--- src/rtl/muldiv_unit.sv ---
// Iterative RV64M multiply/divide unit: radix-2 shift-add multiply, restoring divide.
// A start in IDLE runs to a one-cycle done pulse; the result is registered on entry to DONE.
package ops_pkg;
    typedef enum logic [2:0] {
        MD_MUL = 3'd0, MD_MULH = 3'd1, MD_MULHSU = 3'd2, MD_MULHU = 3'd3,
        MD_DIV = 3'd4, MD_DIVU = 3'd5, MD_REM    = 3'd6, MD_REMU   = 3'd7
    } md_op;
endpackage

module muldiv_unit
    import ops_pkg::*;
#(
    parameter int XLEN      = 64,
    parameter bit SUPPORT_W = 1'b1
) (
    input  logic            clk,
    input  logic            reset_n,
    input  logic            start,
    input  logic [2:0]      op,
    input  logic            op_w,
    input  logic [XLEN-1:0] a,
    input  logic [XLEN-1:0] b,
    input  logic            kill,
    output logic            busy,
    output logic            done,
    output logic [XLEN-1:0] result
);
    localparam bit W_EN = SUPPORT_W && (XLEN == 64);
    localparam int CW   = $clog2(XLEN + 1);

    typedef enum logic [1:0] {IDLE, CALC, FIXUP, DONE} state_t;
    state_t state, state_n;

    function automatic logic [XLEN-1:0] sx32(input logic [31:0] v);
        return XLEN'($signed(v));
    endfunction

    md_op              op_i, op_q;
    logic              w_eff, is_div, is_rem, a_sgn, b_sgn, neg_a, neg_b;
    logic              div0, ovf, illegal, special, accept;
    logic [XLEN-1:0]   ea, eb, ma, mb, min_v, spec_res;
    logic              w_q, neg_q, nega_q;
    logic [CW-1:0]     count;
    logic [XLEN-1:0]   x;
    logic [2*XLEN-1:0] y, acc, p_s;
    logic [XLEN:0]     r_sh, r_sub;
    logic [XLEN-1:0]   q_s, r_s, fix_res;

    // Operand decode, magnitudes and the short-circuit results, all evaluated in IDLE.
    always_comb begin
        op_i    = md_op'(op);
        w_eff   = W_EN && op_w;
        is_div  = op[2];
        is_rem  = op[2] && op[1];
        a_sgn   = op_i inside {MD_MUL, MD_MULH, MD_MULHSU, MD_DIV, MD_REM};
        b_sgn   = op_i inside {MD_MUL, MD_MULH, MD_DIV, MD_REM};
        ea      = w_eff ? (a_sgn ? sx32(a[31:0]) : XLEN'(a[31:0])) : a;
        eb      = w_eff ? (b_sgn ? sx32(b[31:0]) : XLEN'(b[31:0])) : b;
        neg_a   = a_sgn && ea[XLEN-1];
        neg_b   = b_sgn && eb[XLEN-1];
        ma      = neg_a ? -ea : ea;
        mb      = neg_b ? -eb : eb;
        min_v   = w_eff ? sx32(32'h8000_0000) : {1'b1, {(XLEN-1){1'b0}}};
        div0    = is_div && (eb == '0);
        ovf     = (op_i == MD_DIV || op_i == MD_REM) && (ea == min_v) && (eb == '1);
        illegal = w_eff && !is_div && (op_i != MD_MUL);
        special = div0 || ovf || illegal;
        if (illegal)   spec_res = '0;
        else if (div0) spec_res = is_rem ? (w_eff ? sx32(a[31:0]) : a) : '1;
        else           spec_res = is_rem ? '0 : ea;
    end

    assign accept = (state == IDLE) && start && !kill;

    always_ff @(posedge clk or negedge reset_n)
        if (!reset_n) state <= IDLE;
        else          state <= state_n;

    always_comb begin
        state_n = state;
        busy    = 1'b1;
        done    = 1'b0;
        case (state)
            IDLE: begin
                busy = 1'b0;
                if (accept) state_n = special ? DONE : CALC;
            end
            CALC: begin
                if (kill)                  state_n = IDLE;
                else if (count == CW'(1))  state_n = FIXUP;
            end
            FIXUP:   state_n = kill ? IDLE : DONE;
            DONE: begin
                done    = 1'b1;
                state_n = IDLE;
            end
            default: state_n = IDLE;
        endcase
    end

    // Restoring divide step and final sign fix / result selection.
    always_comb begin
        r_sh    = {acc[XLEN-1:0], x[XLEN-1]};
        r_sub   = r_sh - {1'b0, y[XLEN-1:0]};
        p_s     = neg_q ? -acc : acc;
        q_s     = neg_q ? -x : x;
        r_s     = nega_q ? -acc[XLEN-1:0] : acc[XLEN-1:0];
        fix_res = r_s;
        case (op_q)
            MD_MUL:                       fix_res = p_s[XLEN-1:0];
            MD_MULH, MD_MULHSU, MD_MULHU: fix_res = p_s[2*XLEN-1:XLEN];
            MD_DIV, MD_DIVU:              fix_res = q_s;
            default:                      fix_res = r_s;
        endcase
        if (w_q) fix_res = sx32(fix_res[31:0]);
    end

    // x: multiplier (shifts right) or dividend/quotient (shifts left).
    // y: multiplicand (shifts left) or divisor. acc: product or partial remainder.
    always_ff @(posedge clk or negedge reset_n) begin
        if (!reset_n) begin
            op_q   <= MD_MUL;
            w_q    <= 1'b0;
            neg_q  <= 1'b0;
            nega_q <= 1'b0;
            count  <= '0;
            x      <= '0;
            y      <= '0;
            acc    <= '0;
            result <= '0;
        end else begin
            case (state)
                IDLE: if (accept) begin
                    op_q   <= op_i;
                    w_q    <= w_eff;
                    neg_q  <= neg_a ^ neg_b;
                    nega_q <= neg_a;
                    count  <= w_eff ? CW'(32) : CW'(XLEN);
                    acc    <= '0;
                    if (is_div) begin
                        // word dividends are left-aligned so the next bit is always x[XLEN-1]
                        x <= w_eff ? (ma << (XLEN - 32)) : ma;
                        y <= (2*XLEN)'(mb);
                    end else begin
                        x <= mb;
                        y <= (2*XLEN)'(ma);
                    end
                    if (special) result <= spec_res;
                end
                CALC: begin
                    count <= count - CW'(1);
                    if (op_q[2]) begin
                        x   <= {x[XLEN-2:0], ~r_sub[XLEN]};
                        acc <= {{(XLEN-1){1'b0}}, (r_sub[XLEN] ? r_sh : r_sub)};
                    end else begin
                        if (x[0]) acc <= acc + y;
                        x <= x >> 1;
                        y <= y << 1;
                    end
                end
                FIXUP: if (!kill) result <= fix_res;
                default: ;
            endcase
        end
    end
endmodule

--- config.mk ---
export PLATFORM = sky130hd
export DESIGN_NAME = muldiv_unit
export DESIGN_NICKNAME = d
export VERILOG_FILES = /design/src/rtl/muldiv_unit.sv
export SDC_FILE = /design/constraint.sdc
export NUM_CORES = 2
export LEC_CHECK = 0
export CORE_ASPECT_RATIO = 1.1
export CORE_MARGIN = 2
export CORE_UTILIZATION = 43
export DETAILED_ROUTE_END_ITERATION = 6
export PLACE_DENSITY = 0.68
export SLEW_MARGIN = 20
export SYNTH_ARGS = -nofsm -noshare
export SYNTH_HDL_FRONTEND = slang
export SYNTH_SLANG_ARGS = --single-unit
--- constraint.sdc ---
create_clock -name clk -period 6.2 [get_ports clk]
set_clock_uncertainty 0.15 [all_clocks]
set_input_delay 1.86 -clock clk [delete_from_list [all_inputs] [get_ports clk]]
set_output_delay 1.86 -clock clk [all_outputs]
set_load 0.01 [all_outputs]
==> run metrics <==
Post-synth top flop=dfrtp_1; Ports=~200; Reg clk slew, reported paths=0.06 ns; max_cap viols=0; leak pwr=0.01948 uW; Die X=between 200 and 300 um; mean post-synth cell area=7.382 um^2; GRT Total Usage=around two fifths; Worst Hold Class=reg -> reg; Synth Register Bits=399; H-tree Lvls=2; final hold vios=0; total negative slack=0 ns; status=finished with violations; met3 Resource Use GR=between 10 and 15%; largest net degree at the start of global routing=roughly 150; Crit Path Class=reg -> reg; HPWL Detailed=about 160 mm; GRT busiest layer=met2; Layout area overhead=13.48%; first-pass GRT wire length=between 200 and 300 mm; RePlAce Congestion=around 1.1; vias in the first global route=around 43000; post-route worst setup slack=approximately 0.46 ns; min cycle time layout=about 5.7 ns; Yosys Warn Count=0; FF-to-FF End=result[59]; Synth async-reset ratio=between 90% and 100%; Max Fclk=around 0.17 GHz; Final #Nets=between 5000 and 6000; Reg2Reg Depth=13; worst r2r src=x[34]; share of layout cells above drive strength 1=slightly above 7%; post-CTS setup buffers=0; initial antenna violation count=14; Post-DRT Antenna Nets=0; cell area after synthesis=slightly above 40000 um^2; CP Capture Type=register; unrepaired setup endpoints after global routing=false; root buffer cell=clkbuf_16; Vias/cell=roughly 6.7; CTS tree=yes; post-CTS sizing=0; DR vias=about 47000; met1 GRT Util=just under 50%; Hold Path Depth=1; Clock Sinks=roughly 400; pre-CTS setup slack=slightly below 0.06 ns; P per Cell Area=approximately 440 nW/um^2; DRC viols=8; CTS buffer count=48; core area=approximately 95000 um^2; die height=approximately 330 um; fin. max-slew vios=0; Clock Tree Buf Depth=3; average wire per standard cell=28.80 um; post-synthesis cell count=about 5600; Worst Hold Launch=result[4]; Design Power=20800 uW; final setup fails=0; worst-path fanout max=6; setup slack, reg-to-reg=about 0.46 ns; clock insertion delay at the later pin of the skew report=0.63 ns; Rows=approximately 120; Yosys cell types=84; Post-synth EDFFs=0; Initial Util=a little over two fifths; Worst-Margin Slew=about 1.1 ns; Syn Nets=between 5000 and 6000; Starting DRT DRC Count=6499; failing checks=DRC; grt met2 use=around three fifths; design area=between 40000 and 50000 um^2; Peak VDD IR=0.0002762 V; crit path launch type=register; # hold bufs at CTS=0; slew margin rel.=23.71%; WP data required=6.56 ns; post-place instance area=between 40000 and 50000 um^2; die area=98300 um^2; total grt overflow=0; IO buf count=approximately 200; Post-Route WL=around 200 mm; WHS Endpoint=result[4]; Initial DRT Pass Iterations=7; final clock period utilization by the worst path=a little over 90%; Worst EP arrival=around 6.1 ns; sequential share of the synthesized area=24.24%
## placed cells by master (no fill, tap or decap), drive strengths merged, types with 19 or more instances in the layout
| cell | count |
|---|---|
| o41ai | 19 |
| inv | 149 |
| nand2 | 582 |
| nor2b | 38 |
| nand3 | 75 |
| a211oi | 93 |
| o22ai | 23 |
| nor2 | 467 |
| o211ai | 47 |
| nand2b | 41 |
| clkbuf | 64 |
| o21ai | 506 |
| clkdlybuf4s50 | 198 |
| o31ai | 85 |
| a22o | 74 |
| nand4 | 100 |
| o21a | 36 |
| o21bai | 57 |
| xnor2 | 247 |
| or3 | 68 |
| or2 | 29 |
| and2 | 24 |
| mux2i | 90 |
| mux2 | 21 |
| a21o | 136 |
| or4 | 57 |
| o221ai | 71 |
| nor3 | 159 |
| ha | 199 |
| xor2 | 220 |
| a31oi | 66 |
| dfrtp | 399 |
| nor4 | 56 |
| buf | 240 |
| a21oi | 657 |
| a221oi | 57 |
| a22oi | 24 |
## area by class of cell
cell class | instances | area [um^2]
repair buffers | 438 | 3954
clock buffers | 64 | 1321
diodes | 8 | 20.02
clock inverters | 21 | 231.5
well taps | 1270 | 1589
multi-input cells | 4604 | 29090
inverters | 146 | 548.0
flip-flops and latches | 399 | 9992
fillers | 9593 | 48540
## report_power, final
part           switching, uW  internal [uW]
combinational           8130           4900
clock                   1260           1630
sequential              1580           3310
## metal layers
metal,vias to the layer above,wire length [um]
met5,-,70
met4,12,16440
met3,712,23560
met2,2963,84860
met1,22160,75240
li1,20680,-
## synthesized netlist by cell type (all sizes together), types with 58 or more instances
cell / instances / area (um^2)
a21oi: 657 / 3296
nand2: 582 / 2185
o21ai: 506 / 2532
nor2: 467 / 1753
dfrtp: 399 / 9985
clkbuf: 374 / 1404
xnor2: 247 / 2163
xor2: 220 / 1927
ha: 199 / 2490
nor3: 159 / 800.8
inv: 145 / 544.3
a21o: 136 / 1021
nand4: 100 / 625.6
a211oi: 93 / 698.2
mux2i: 90 / 900.9
o31ai: 85 / 651.9
nand3: 75 / 375.4
a22o: 74 / 648.1
o221ai: 71 / 621.9
or3: 68 / 435.4
a31oi: 66 / 412.9
buf: 58 / 231.5
## per-stage QoR
step           hold slack (ns)  util, %  instances
6_report                0.3536    49.06       6950
5_1_grt                 0.3744    49.04       6942
4_1_cts                 0.3518    49.03       6941
3_5_place_dp            0.3466    47.40       6856
3_3_place_gp            0.3351    47.40       6856
2_1_floorplan           0.3089        -       5581
## sequential cells by signal, indices dropped and copies added (netlist names)
register and flops:
acc 128, count 7, neg_q 1, nega_q 1
op_q 3, result 64, state 2, w_q 1
x 64, y 128
## worst max path at each step
stage            from          to  slack, ns  depth (start not counted)
2_1_floorplan   b[16]  result[10]       0.60                         12
6_report        x[34]  result[59]       0.46                         13
3_3_place_gp    b[16]  result[42]       0.19                         14
3_5_place_dp    b[16]  result[42]       0.06                         14
5_1_grt         x[63]      acc[1]       0.15                         24
4_1_cts        acc[2]    acc[124]       0.69                         15
## cell families (layout without fill, tap and decap cells)
logic type	Yosys count	after routing	synth area share, %
AO/OA/AOI/OAI	2075	2075	31.70
flip-flops	399	399	24.24
XOR/XNOR	467	467	9.928
AND/OR/NAND/NOR	1750	1750	19.94
buffers and inverters	578	669	5.300
other	0	8	0
adder cells (fa/ha/maj)	201	201	6.141
multiplexers	111	111	2.761
## worst max-delay path: stages, from the launching register on
cell	delay, ns
dfrtp_1	0.38
or4_1	0.69
or2_2	0.37
or4_1	0.48
nor4b_2	0.45
nand4_1	0.30
or4_1	0.70
o31ai_1	0.32
xor2_1	0.22
nor2_1	0.12
a221oi_1	0.86
o21ai_0	0.29
a21oi_1	0.21
a21oi_1	0.08
(Power assumes the default switching activity.)
